### src/rtl/ramstr_pkg.sv
// Shared types and constants for the RAM string streamer.
package ramstr_pkg;

  localparam int unsigned RAMSTR_ADDR_W = 10;
  localparam int unsigned RAMSTR_DATA_W = 10;
  localparam logic [9:0]  NUL_WORD      = 10'd0;

  typedef enum logic [2:0] {
    ST_IDLE,
    ST_PTR,
    ST_FETCH,
    ST_EMIT,
    ST_DONE
  } state_t;

endpackage

### src/rtl/ram_string_streamer.sv
// Walks a NUL-terminated string in program RAM and streams its characters over valid/ready.
// Optional length guard: define RAMSTR_LEN_GUARD_EN to stop after MAX_LEN characters with err set.
module ram_string_streamer
  import ramstr_pkg::*;
#(
  parameter int unsigned ADDR_W  = RAMSTR_ADDR_W,
  parameter int unsigned DATA_W  = RAMSTR_DATA_W,
  parameter int unsigned MAX_LEN = 256
) (
  input  logic              clk,
  input  logic              rst_n,
  input  logic              start,
  input  logic              indirect,
  input  logic [ADDR_W-1:0] ptr_addr,
  output logic [ADDR_W-1:0] mem_addr,
  input  logic [DATA_W-1:0] mem_rdata,
  output logic              char_valid,
  input  logic              char_ready,
  output logic [7:0]        char_data,
  output logic              busy,
  output logic              done,
  output logic [ADDR_W-1:0] len,
  output logic              err
);

  state_t              state_q, state_d;
  logic [ADDR_W-1:0]   addr_q, addr_d;
  logic [7:0]          data_q, data_d;
  logic [ADDR_W-1:0]   len_q, len_d;
  logic                err_q, err_d;
  logic [ADDR_W-1:0]   len_inc;
  logic                word_is_nul;
  logic                len_limit_hit;

  assign word_is_nul = (mem_rdata == DATA_W'(NUL_WORD));
  assign len_inc     = len_q + 1'b1;

`ifdef RAMSTR_LEN_GUARD_EN
  assign len_limit_hit = (len_inc == ADDR_W'(MAX_LEN));
`else
  assign len_limit_hit = 1'b0;
  // MAX_LEN only takes effect when the length guard is built in.
  if (MAX_LEN == 0) begin : g_max_len_unused
  end
`endif

  always_ff @(posedge clk or negedge rst_n) begin
    if (!rst_n) begin
      state_q <= ST_IDLE;
    end else begin
      state_q <= state_d;
    end
  end

  always_comb begin
    state_d = state_q;
    unique case (state_q)
      ST_IDLE:  if (start) state_d = indirect ? ST_PTR : ST_FETCH;
      ST_PTR:   state_d = ST_FETCH;
      ST_FETCH: state_d = word_is_nul ? ST_DONE : ST_EMIT;
      ST_EMIT:  if (char_ready) state_d = len_limit_hit ? ST_DONE : ST_FETCH;
      ST_DONE:  state_d = ST_IDLE;
      default:  state_d = ST_IDLE;
    endcase
  end

  always_comb begin
    char_valid = (state_q == ST_EMIT);
    busy       = (state_q != ST_IDLE);
    done       = (state_q == ST_DONE);
  end

  always_comb begin
    addr_d = addr_q;
    data_d = data_q;
    len_d  = len_q;
    err_d  = err_q;
    unique case (state_q)
      ST_IDLE: begin
        if (start) begin
          addr_d = ptr_addr;
          len_d  = '0;
          err_d  = 1'b0;
        end
      end
      ST_PTR:   addr_d = ADDR_W'(mem_rdata);
      ST_FETCH: if (!word_is_nul) data_d = mem_rdata[7:0];
      ST_EMIT: begin
        if (char_ready) begin
          addr_d = addr_q + 1'b1;
          len_d  = len_inc;
          if (len_limit_hit) err_d = 1'b1;
        end
      end
      default: ;
    endcase
  end

  always_ff @(posedge clk or negedge rst_n) begin
    if (!rst_n) begin
      addr_q <= '0;
      data_q <= '0;
      len_q  <= '0;
      err_q  <= 1'b0;
    end else begin
      addr_q <= addr_d;
      data_q <= data_d;
      len_q  <= len_d;
      err_q  <= err_d;
    end
  end

  assign mem_addr  = addr_q;
  assign char_data = data_q;
  assign len       = len_q;
  assign err       = err_q;

endmodule

### config.mk
export PLATFORM = sky130hd
export DESIGN_NAME = ram_string_streamer
export DESIGN_NICKNAME = d
export VERILOG_FILES = /design/src/rtl/ramstr_pkg.sv /design/src/rtl/ram_string_streamer.sv
export SDC_FILE = /design/constraint.sdc
export NUM_CORES = 1
export LEC_CHECK = 0
export BUFFER_PORTS_ARGS = -buffer_cell sky130_fd_sc_hd__buf_2
export CAP_MARGIN = 30
export CORE_MARGIN = 5
export CORE_UTILIZATION = 55
export DETAILED_ROUTE_END_ITERATION = 10
export HOLD_SLACK_MARGIN = 0.08
export PLACE_DENSITY = 0.85
export SETUP_SLACK_MARGIN = 0.5
export SLEW_MARGIN = 20
export SYNTH_ARGS = -nofsm -noshare
export SYNTH_HDL_FRONTEND = slang
export SYNTH_SLANG_ARGS = --single-unit
### constraint.sdc
create_clock -name clk -period 2.81 [get_ports clk]
set_input_delay 0.1405 -clock clk [delete_from_list [all_inputs] [get_ports clk]]
set_output_delay 0.1405 -clock clk [all_outputs]
set_load 0.01 [all_outputs]
* Word-level counts from Yosys, hierarchy flattened
Cells that the tools add are included.
Word-level totals: input port bits 25, output and inout bits 32, register bits 31
Cells by class: eq/ne operators 6, add/sub/neg operators 2, mux-type cells 11, bitwise logic cells 1, reduce and logical (&&, ||, !) cells 9
Operator list (number):
- $mux 10 | 4
- $pmux 10 s3 | 1
- $add 10x1->10 const B | 2
- $pmux 10 s2 | 1
- $pmux 3 s4 | 1
- $logic_not 10->1 | 1
- $mux 3 | 3
- $eq 3x2->1 const B | 2
- $reduce_and 3->1 | 2
- $reduce_bool 3->1 | 2
- $reduce_and 2->1 | 2
- $eq 3x1->1 const B | 1
- $eq 3x3->1 const B | 1
- $logic_not 3->1 | 1
- $mux 2 | 1
- $ne 2x1->1 const B | 1
- $ne 2x2->1 const B | 1
- $reduce_bool 2->1 | 1
- $not 1->1 | 1

* Depth between registers and ports, before layout
Gate-level depths: netlist (run 1).
depth after elaboration 3, mapped depth 6, gate-level depth less buffers 5

* Worst setup path after synthesis (run 1)
OpenSTA, ideal clock, no wires.
path type register to register, from reg addr_q[0] (netlist: mem_addr[0]), to reg addr_q[8] (netlist: mem_addr[8]), library setup time 0.083 ns, data required time 2.727 ns, buffers on the path 0, path slack 1.308 ns, data arrival time 1.419 ns, cell stages (with the launch flop) 6, period minus slack after synthesis 1.502 ns, path through dfrtp_1 > ha_1 > nand3_1 > or3_1 > o31a_1 > o21ai_0
Between the ends: cells in the longest elaborated chain, start to end 3
RTL lines:
- from (decl) | RTL line ram_string_streamer.sv:27 | logic [ADDR_W-1:0] addr_q, addr_d;
- from (signal assigned) | RTL line ram_string_streamer.sv:106 | addr_q <= addr_d;
- $add 10x1->10 | RTL line ram_string_streamer.sv:90 | addr_d = addr_q + 1'b1;
- $mux 10 | RTL line ram_string_streamer.sv:89 | if (char_ready) begin
- $pmux 10 s3 | RTL line ram_string_streamer.sv:78 | unique case (state_q)
Every way passes these cells. The select of a mux whose other input is x is not followed. A chain may end at the register's enable or synchronous reset.

* Worst setup path in the final report (run 1)
from reg state_q[1], to reg len_q[7] (netlist: len[7])
Between the ends: cells in the longest elaborated chain, start to end 3
RTL lines:
- from (decl) | RTL line ram_string_streamer.sv:26 | state_t state_q, state_d;
- from (signal assigned) | RTL line ram_string_streamer.sv:51 | state_q <= state_d;
- $eq 3x2->1 / $logic_not 3->1 (equally long branches) | RTL line ram_string_streamer.sv:78
- $ne 2x1->1 (no source line), or another cell as far along
- $reduce_and 3->1 (no source line)
- to (signal assigned) | RTL line ram_string_streamer.sv:108 | len_q <= len_d;
- to (decl) | RTL line ram_string_streamer.sv:29 | logic [ADDR_W-1:0] len_q, len_d;
Parallel ways exist; a longest one is shown, timed or not.

==> impl_metrics.csv, run 1 <==
group,metric,value,unit
status,status,"finished, final reports clean",
worst_setup_path,cp_data_required_time,3.07,ns
yosys,synth_area_leaders,"dfrtp_1 42%, o21ai_0 7.1%, mux2_4 6.5%, a21oi_1 3.8%, nor3b_1 3.7%",
placed_design,hpwl,3.28,mm
die,fp.dieW,67.8,µm
final_layout,area_growth,24.2,%
timing,finalMaxSlewViolations,0,
placed_design,post-place-ws,0.809,ns
cts,clkLatencyLatePin,0.34,ns
cts,cts_buffers,5,
worst_setup_path,cp_max_fo,24,
yosys,synthFlopType,"dfrtp_1",
worst_setup_path,reg2reg_to,"len[7]",
grt,track_usage,0.229,
yosys,synth-edff-count,0,
final_layout,mostFrequentLayoutCells,"55 x buf_2, 31 x dfrtp_1, 26 x o21ai_0, 14 x a21oi_1",
yosys,ys_ff_latch,31,
yosys,synthesis.area,1840,µm²
yosys,synth_warnings,0,
grt,grt_pass1_vias,1687,
routing,drtIter0Drc,209,
grt,antenna_found_initial,0,
placed_design,dpl_cell_area,2110,µm²
timing,skew,0.00891,ns
grt,gr-usage-met1,0.280,
timing,fin_ws,0.763,ns
timing,relSlewSlack,0.538,
grt,grt_pass1_wl,7.89,mm
final_layout,fin_util,0.694,
grt,grt_max_degree,32,
placed_design,gp_congestion,0.880,
worst_setup_path,crit_path_max_incr_delay,0.43,ns
cts,cts_sinks,31,
worst_setup_path,critPathCaptureType,"flip-flop",
yosys,synth_top_cell_by_area,"dfrtp_1",
worst_setup_path,r2r-start,"state_q[1]",
final_layout,final_layout_size_suffix_gt1_frac,0.293,
pwr,power.density,597,nW/µm²
die,die-area,4600,µm²
hold_path,holdPathStages,3,
worst_setup_path,arrival,2.31,ns
final_layout,layout_commonest_cell,"buf_2",
routing,totalWireLength,4.76,mm
routing,wire_per_inst,15.6,µm
grt,busiest_layer,"met2",
yosys,netlist.area_leader.share,0.422,
worst_setup_path,cp_top_family,"simple AND/OR/NAND/NOR gates",
timing,hold_viol_final,0,
routing,vias_per_cell,5.82,
pwr,p_leak,1.03,nW
cts,htreeDepth,2,
final_layout,nets,285,
timing,finalSetupViolCount,0,
grt,met2_usage,0.379,
pwr,peakVddDrop,0.000412,V
hold_path,min_to,"mem_addr[1]",
final_layout,antenna_cells,0,
worst_setup_path,critPathKind,"reg2reg",
timing,rsz0062_at_grt,"false",
cts,clockBufferDepth,2,
timing,tightest_slew,0.693,ns
yosys,synth.distinct_cells,44,
yosys,syn_inst,199,
routing,antenna_left,0,
die,initial_core_util,0.559,
cts,post_cts.repair.setup_buffers,0,
worst_setup_path,path_buf_inv,2,
routing,first_pass_iters,4,
die,ios,57,
worst_setup_path,r2r_setup_slack,0.76,ns
cts,root_buffer,"clkbuf_4",
yosys,async_flop_share,1.00,
job,drv_cap,0,
grt,gr-usage-met3,0.0749,
cts,cts_resized,0,
die,die_h,67.8,µm
placed_design,io_buffers,55,
routing,drc_errors,0,
yosys,avgSynthCellArea,9.23,µm²
hold_path,hold_path.class,"in2reg",
cts,clkTransAtPathRegs,0.10,ns
timing,fin_setup_tns,0,ns
yosys,seq_area_frac_synth,0.422,
timing,timing.fmax,489,MHz
grt,overflow,0,
final_layout,fin_area,2280,µm²
timing,fin_crit,2.05,ns
timing,fin_crit_sh,0.728,
die,coreArea,3280,µm²
worst_setup_path,crit_chain,"buf_4, nand3b_1, inv_1, nand2_1, or3_2, o21ai_0",
worst_setup_path,rr_worst_depth,6,
cts,tritoncts,"done",
worst_setup_path,cp_slowest_cell,"or3_2",
yosys,syn_nets,226,
worst_setup_path,startpoint_type,"flip-flop",
routing,routed-via-count,1776,
hold_path,min_from,"ptr_addr[1]",
die,rows,21,
[repair_timing]
action	CTS	global route
endpoints found under the setup margin	0	0
hold buffers	9	1
hold endpoints to repair	39	1
[worst register-to-register path, delay by kind of cell (launching register included)]
kind | cells | cell delay [ns]
AND/OR/NAND/NOR | 3 | 0.92
AO/OA/AOI/OAI | 1 | 0.09
flip-flops | 1 | 0.36
buffers and inverters | 2 | 0.62
[metrics by stage]
stage	std cells	hold WS, ns	total power, mW
3_3_place_gp	287	0.219	1.04
2_1_floorplan	199	-0.155	0.875
5_1_grt	305	0.0844	1.45
6_report	305	0.0864	1.36
3_5_place_dp	287	0.226	1.05
4_1_cts	304	0.0807	1.36
[cells in the mapped netlist, types with 3 or more instances]
library cell / count
a211oi_1: 4
a21oi_1: 14
a31oi_1: 7
and3_1: 7
buf_2: 7
clkbuf_1: 6
dfrtp_1: 31
inv_1: 6
mux2_4: 8
nand2_1: 9
nand2b_1: 4
nand3_1: 10
nor2_1: 9
nor3_1: 3
nor3b_1: 9
nor4_1: 3
nor4bb_1: 3
o21ai_0: 26
[area by class of cell]
type / count / area [µm²]
clock buffer: 8 / 68.8
fill: 258 / 1000
inverter: 6 / 22.5
multi-input combinational: 146 / 958
sequential: 31 / 776
tap: 46 / 57.6
timing repair buffer: 68 / 398
[per-layer routing]
metal	vias to the layer above	wire length [µm]
met2	71	2280
li1	854	-
met3	10	442
met1	841	1960
met4	0	78
met5	-	0
[report_power, final]
part	internal [mW]	switching (mW)	leakage, nW
registers	0.535	0.112	0.380
clock network	0.147	0.158	0.0386
logic	0.194	0.216	0.611
[registers in the layout (all words and copies together) (netlist names)]
register   flops
len           10
mem_addr      10
char_data      8
state_q        3
[logic make-up after synthesis]
group           after synthesis  synth area share
other cells                   1           0.00204
mux                           9            0.0708
buf+inv                      22            0.0559
xor+xnor                      1           0.00477
fa+ha+maj                     2            0.0136
flops                        31             0.422
compound gates               62             0.197
simple gates                 71             0.234
[worst max path at each step]
stage                start     endpoint  slack (ns)  cells past startpoint
5_1_grt         state_q[0]       len[7]        0.57                      5
2_1_floorplan  mem_addr[0]  mem_addr[8]        1.31                      5
3_5_place_dp    state_q[1]       len[7]        0.81                      6
4_1_cts         state_q[1]       len[7]        0.80                      6
6_report        state_q[1]       len[7]        0.76                      6
3_3_place_gp    state_q[2]  mem_addr[8]        0.92                      5
(Power assumes the default switching activity.)
==> inputs of run 2 (changes only) <==
Settings changed: CORE_UTILIZATION 55 to 51, PLACE_DENSITY 0.85 to 0.8.
Clock period 2.81 ns to 1.9 ns, I/O delays scaled along.
==> run 2 against run 1 <==
  * Worst setup slack worse by 0.38 ns
  * Register-to-register slack worse by 0.38 ns
  * Power is 67% higher
  * Global-route usage is 0.20 points higher
  * Design area is 22% higher
  * Die area is 6.7% higher
  * Utilization is 12 points higher
  * Wire length is 32% higher
  * Critical path depth is 2 lower
  * Count of clock-buffer cells in the layout stayed put
  * Critical endpoint is now mem_addr[8]
  * Flip-flop and latch count stayed put
  * Highest routed layer unchanged
==> impl_metrics.csv, run 2 (same netlist as run 1, synthesis figures left out) <==
group,metric,value,unit
worst_setup_path,startpoint_type,"flip-flop",
routing,routed-via-count,2070,
final_layout,stdcell_count,339,
placed_design,dp_cells,291,
final_layout,antenna_cells,0,
worst_setup_path,critPathKind,"reg2reg",
final_layout,final_layout_size_suffix_gt1_frac,0.461,
worst_setup_path,arrival,1.79,ns
grt,track_usage,0.231,
timing,finalSetupViolCount,0,
timing,hold_viol_final,0,
cts,cts_buffers,5,
placed_design,gp_congestion,0.788,
worst_setup_path,cp_data_required_time,2.17,ns
final_layout,multiInputGateArea,1140,µm²
timing,timing.hold.ws,0.0836,ns
final_layout,fillers,194,
die,coreArea,3420,µm²
die,die_h,70.0,µm
grt,overflow,0,
timing,timing.fmax,661,MHz
cts,tritoncts,"done",
die,rows,21,
grt,grt_pass1_vias,1875,
worst_setup_path,crit_chain,"nand3b_1, or3_1, o31a_1, o21ai_1",
timing,fin_crit_sh,0.796,
pwr,p_leak,1.23,nW
timing,relSlewSlack,0.546,
pwr,peakVddDrop,0.000511,V
pwr,p_sw_frac,0.371,
worst_setup_path,path_buf_inv,0,
cts,cts_sinks,31,
cts,clkTransAtPathRegs,0.10,ns
cts,clkLatencyLatePin,0.34,ns
final_layout,fin_area,2790,µm²
placed_design,hpwl,3.30,mm
placed_design,io_buffers,55,
timing,fin_crit,1.51,ns
die,fp.dieW,70.0,µm
final_layout,ff_latch_area,783,µm²
die,die-area,4900,µm²
final_layout,area_growth,51.7,%
routing,wire_per_inst,18.6,µm
timing,tightest_slew,0.681,ns
worst_setup_path,cp_slowest_cell,"dfrtp_2",
worst_setup_path,cp_max_fo,5,
final_layout,nets,319,
timing,finalMaxSlewViolations,0,
worst_setup_path,crit_path_max_incr_delay,0.45,ns
pwr,total_power,2.28,mW
timing,fin_setup_tns,0,ns
grt,grt_max_degree,32,
grt,antenna_found_initial,0,
die,initial_core_util,0.538,
pwr,power_frac_comb,0.373,
final_layout,layout_commonest_cell,"buf_2",
routing,drtIter0Drc,229,
status,status,"finished, final reports clean",
timing,rsz0062_at_grt,"true",
hold_path,hold_path.class,"in2reg",
final_layout,mostFrequentLayoutCells,"54 x buf_2, 25 x dfrtp_1, 20 x buf_4, 17 x dlygate4sd3_1",
worst_setup_path,cp_top_family,"simple AND/OR/NAND/NOR gates",
pwr,clkPwrFrac,0.203,
pwr,power_frac_seq,0.424,
pwr,power.switching,0.844,mW
placed_design,dpl_cell_area,2150,µm²
routing,antenna_left,0,
cts,clockBufferDepth,2,
grt,grt_pass1_wl,9.12,mm
routing,drc_errors,0,
cts,htreeDepth,2,
routing,vias_per_cell,6.11,
job,drv_cap,0,
routing,totalWireLength,6.30,mm
worst_setup_path,critPathCaptureType,"flip-flop",
timing,skew,0.00606,ns
pwr,power.density,818,nW/µm²
cts,root_buffer,"clkbuf_4",
routing,first_pass_iters,5,
die,ios,57,
pwr,internal-power,1.43,mW
==> run 2: changes by cell type in the layout (fill, tap and decap cells not counted), sizes merged <==
cell         before  now
buf              58   85
dlygate4sd3      10   17
==> run 2: power groups by stage <==
stage,clock (mW),sequential (mW),combinational (mW)
6_report,0.462,0.966,0.849
5_1_grt,0.485,0.985,0.925
4_1_cts,0.456,0.946,0.714
3_5_place_dp,0,0.966,0.603
3_3_place_gp,0,0.962,0.591
2_1_floorplan,0,0.999,0.303
==> run 2: area by class of cell <==
cell class              instances  share of cell area
repair buffers                102               0.258
well taps                      46              0.0207
inverters                       6             0.00808
clock buffers                   8              0.0247
flip-flops and latches         31               0.281
multi-input cells             146               0.408
==> run 2: worst register-to-register path, cell delays in order, from the launching register on <==
cell      delay (ns)
dfrtp_2         0.45
nand3b_1        0.26
or3_1           0.36
o31a_1          0.25
o21ai_1         0.13
==> run 2: per-stage QoR <==
step / setup slack, ns / util
2_1_floorplan: 0.447 / -
3_3_place_gp: 0.277 / 0.630
3_5_place_dp: 0.260 / 0.630
4_1_cts: 0.446 / 0.752
5_1_grt: 0.338 / 0.816
6_report: 0.388 / 0.816
==> run 2: layer usage <==
metal  track usage  vias up  part of all wire
li1              -      926                 -
met4        0.0894        0             0.034
met1         0.305     1017              0.41
met2         0.369      106              0.48
met3        0.0516       21             0.077
met5             0        -                 0
==> run 2: timing repair <==
action                                 in CTS  in global routing
pin swaps                                   6                 13
hold buffers                               17                  0
setup endpoints to repair                  31                 31
buffers inserted                           15                  8
resized for setup                          25                 41
endpoints found under the hold margin      47                  0
==> run 2: final timing paths <==
check | start | to | slack (ns) | cells past startpoint
worst min register to register | char_data[1] | char_data[1] | 0.52 | 1
worst min-delay path | ptr_addr[3] | mem_addr[3] | 0.08 | 3
worst max register to register | state_q[2] | mem_addr[8] | 0.39 | 4
worst max-delay path | state_q[2] | mem_addr[8] | 0.39 | 4
min in group asynchronous | rst_n | len[2] | 0.32 | 2
max in group asynchronous | rst_n | state_q[2] | 1.10 | 2
==> inputs of run 3 (changes only) <==
Clock period 1.9 ns to 1.5 ns, I/O delays scaled along.
==> run 3 against run 2 <==
  * The run now fails in global routing (5_1_grt)
  * Synthesized area unchanged
  * Synthesized cell count unchanged
==> impl_metrics.csv, run 3 <==
group,metric,value,unit
yosys,ys_ff_latch,31,
placed_design,dp_cells,302,
status,failed_stage,"global routing (5_1_grt)",
yosys,synth_top_cell_by_area,"dfrtp_1",
yosys,async_flop_share,1.00,
placed_design,gp_congestion,0.782,
die,die_h,70.0,µm
cts,htreeDepth,2,
die,initial_core_util,0.538,
yosys,seq_area_frac_synth,0.422,
cts,root_buffer,"clkbuf_4",
grt,grt_max_degree,32,
placed_design,io_buffers,55,
die,rows,21,
yosys,synth_warnings,0,
cts,cts_buffers,5,
placed_design,hpwl,3.51,mm
timing,worst_endpoint,"mem_addr[8]$_DFFE_PN0P_/D",
cts,clockBufferDepth,2,
yosys,synth_area_leaders,"dfrtp_1 42%, o21ai_0 7.1%, mux2_4 6.5%, a21oi_1 3.8%, nor3b_1 3.7%",
yosys,synth.distinct_cells,44,
yosys,syn_nets,226,
yosys,ys_top_cells_by_count,"31 x dfrtp_1, 26 x o21ai_0, 14 x a21oi_1",
yosys,synth_most_common_cell,"dfrtp_1",
yosys,netlist.area_leader.share,0.422,
yosys,synth-edff-count,0,
status,status,"aborted with a tool error",
die,ios,57,
yosys,syn_inst,199,
die,fp.dieW,70.0,µm
placed_design,dpl_cell_area,2430,µm²
timing,endpoint_type,"register input",
yosys,avgSynthCellArea,9.23,µm²
yosys,synthesis.area,1840,µm²
status,error,"[ERROR DPL-0038] Utilization greater than 100%, impossible to legalize",
yosys,synthFlopType,"dfrtp_1",
cts,cts_sinks,31,
## run 3: cell counts after synthesis
Identical to the previous run, type by type.
## run 3: logic make-up after synthesis
group / count (synthesis) / synth area share
simple gates: 71 / 0.234
flops: 31 / 0.422
fa+ha+maj: 2 / 0.0136
xor+xnor: 1 / 0.00477
mux: 9 / 0.0708
compound gates: 62 / 0.197
buf+inv: 22 / 0.0559
other cells: 1 / 0.00204
## run 3: timing repair
action | CTS
setup buffers | 23
endpoints found under the setup margin | 51
hold buffers | 21
cloned | 2
gates resized for setup | 43
pin swaps | 10
hold endpoints to repair | 51
## run 3: through the flow
step / utilization / setup slack (ns)
after floorplan: - / 0.124
after detailed placement: 0.712 / 0.0631
after global placement: 0.712 / 0.0887
after CTS: 0.909 / 0.0947
==> inputs of run 4 (changes only) <==
Settings changed: CORE_UTILIZATION 51 to 40, HOLD_SLACK_MARGIN 0.08 to default, PLACE_DENSITY 0.8 to default, PLACE_DENSITY_LB_ADDON from default to 0.15, SETUP_SLACK_MARGIN 0.5 to default.
==> run 4 against run 3 <==
  * The run now ends clean
==> impl_metrics.csv, run 4 (same netlist as run 1, synthesis figures left out) <==
group,metric,value,unit
grt,overflow,0,
cts,tritoncts,"done",
final_layout,antenna_cells,0,
final_layout,fin_util,0.583,
hold_path,min_from,"mem_rdata[2]",
pwr,p_leak,1.17,nW
final_layout,mostFrequentLayoutCells,"55 x buf_2, 29 x dfrtp_1, 26 x buf_4, 20 x o21ai_0, 11 x a21oi_1",
grt,grt_max_degree,32,
final_layout,nets,304,
routing,vias_per_cell,5.61,
cts,root_buffer,"clkbuf_8",
die,coreArea,4410,µm²
routing,drc_errors,0,
worst_setup_path,critPathKind,"reg2reg",
placed_design,gp_congestion,0.886,
die,initial_core_util,0.416,
worst_setup_path,cp_data_required_time,1.70,ns
final_layout,area_growth,40.1,%
final_layout,layout_commonest_cell,"buf_2",
worst_setup_path,cp_max_fo,5,
worst_setup_path,startpoint_type,"flip-flop",
grt,track_usage,0.171,
final_layout,fin_area,2570,µm²
routing,antenna_left,0,
cts,clkLatencyLatePin,0.28,ns
pwr,peakVddDrop,0.000641,V
cts,htreeDepth,2,
timing,finalSetupViolCount,0,
timing,skew,0.00916,ns
placed_design,hpwl,3.71,mm
grt,grt_pass1_vias,1793,
worst_setup_path,arrival,1.69,ns
hold_path,hold_path.class,"in2reg",
routing,wire_per_inst,15.4,µm
timing,hold_viol_final,0,
timing,timing.fmax,674,MHz
worst_setup_path,critPathLaunch,"state_q[2]",
grt,grt_pass1_wl,8.48,mm
routing,totalWireLength,5.08,mm
placed_design,io_buffers,55,
final_layout,final_layout_size_suffix_gt1_frac,0.458,
pwr,power.density,1090,nW/µm²
timing,fin_crit,1.48,ns
final_layout,fillers,408,
routing,drtIter0Drc,97,
timing,rsz0062_at_grt,"true",
job,drv_cap,0,
cts,clkTransAtPathRegs,0.07,ns
status,status,"finished, final reports clean",
routing,first_pass_iters,4,
routing,routed-via-count,1847,
die,ios,57,
worst_setup_path,critPathCaptureType,"flip-flop",
worst_setup_path,r2r-start,"state_q[2]",
timing,finalMaxSlewViolations,0,
timing,fin_crit_sh,0.990,
die,fp.dieW,77.8,µm
pwr,total_power,2.82,mW
placed_design,dpl_cell_area,2310,µm²
die,rows,24,
cts,cts_sinks,31,
cts,clockBufferDepth,2,
cts,cts_buffers,5,
grt,antenna_found_initial,0,
die,die_h,77.8,µm
die,die-area,6050,µm²
[run 4: worst paths after layout]
check | endpoint | slack (ns) | cells past startpoint
max | mem_addr[5] | 0.02 | 6
min | char_data[2] | 0.06 | 2
max reg2reg | mem_addr[5] | 0.02 | 6
min in group asynchronous | len[0] | 0.33 | 3
max in group asynchronous | state_q[1] | 0.84 | 3
min reg2reg | char_data[7] | 0.51 | 1
[run 4: layout make-up]
| class | instances | area (µm²) | area share |
|---|---|---|---|
| Tap cell | 52 | 65.1 | 0.0253 |
| Timing Repair Buffer | 87 | 554 | 0.215 |
| Clock inverter | 1 | 5.00 | 0.00194 |
| Inverter | 6 | 25.0 | 0.00972 |
| Multi-Input combinational cell | 146 | 1060 | 0.413 |
| Sequential cell | 31 | 778 | 0.302 |
| Clock buffer | 6 | 82.6 | 0.0321 |
[run 4: worst max-delay path, cell delays in order (launching register included)]
cell and delay, ns:
dfrtp_1 0.42, buf_6 0.15, buf_6 0.12, nor4bb_4 0.30, a21oi_2 0.08, a21oi_1 0.15
a2bb2oi_1 0.17
[run 4: metal layers]
layer / vias up / routed length, µm / global-route usage
li1: 895 / - / -
met1: 893 / 2190 / 0.212
met2: 51 / 2540 / 0.290
met3: 8 / 262 / 0.0440
met4: 0 / 76 / 0.0533
met5: - / 0 / 0
[run 4: power breakdown]
group          switching [mW]  internal, mW
Combinational           0.475         0.483
Sequential              0.183          1.01
Clock                   0.309         0.360
[run 4: timing repair]
item                       4_1_cts  5_1_grt
pin swaps                        1        4
setup buffers                    1        6
hold buffers                     1        0
setup endpoints to repair       10       27
resized for setup                3       32
hold endpoints to repair        31        0
[run 4: stage by stage]
stage / std cells / hold WS (ns) / setup slack, ns / TNS [ns]
global placement: 314 / 0.126 / -0.0233 / -0.0442
global route: 329 / 0.0467 / -0.0867 / -0.453
detailed placement: 314 / 0.119 / -0.00533 / -0.00929
CTS: 323 / 0.0467 / 0.00305 / 0
floorplan: 199 / -0.221 / 0.0257 / 0
finish: 329 / 0.0570 / 0.0156 / 0
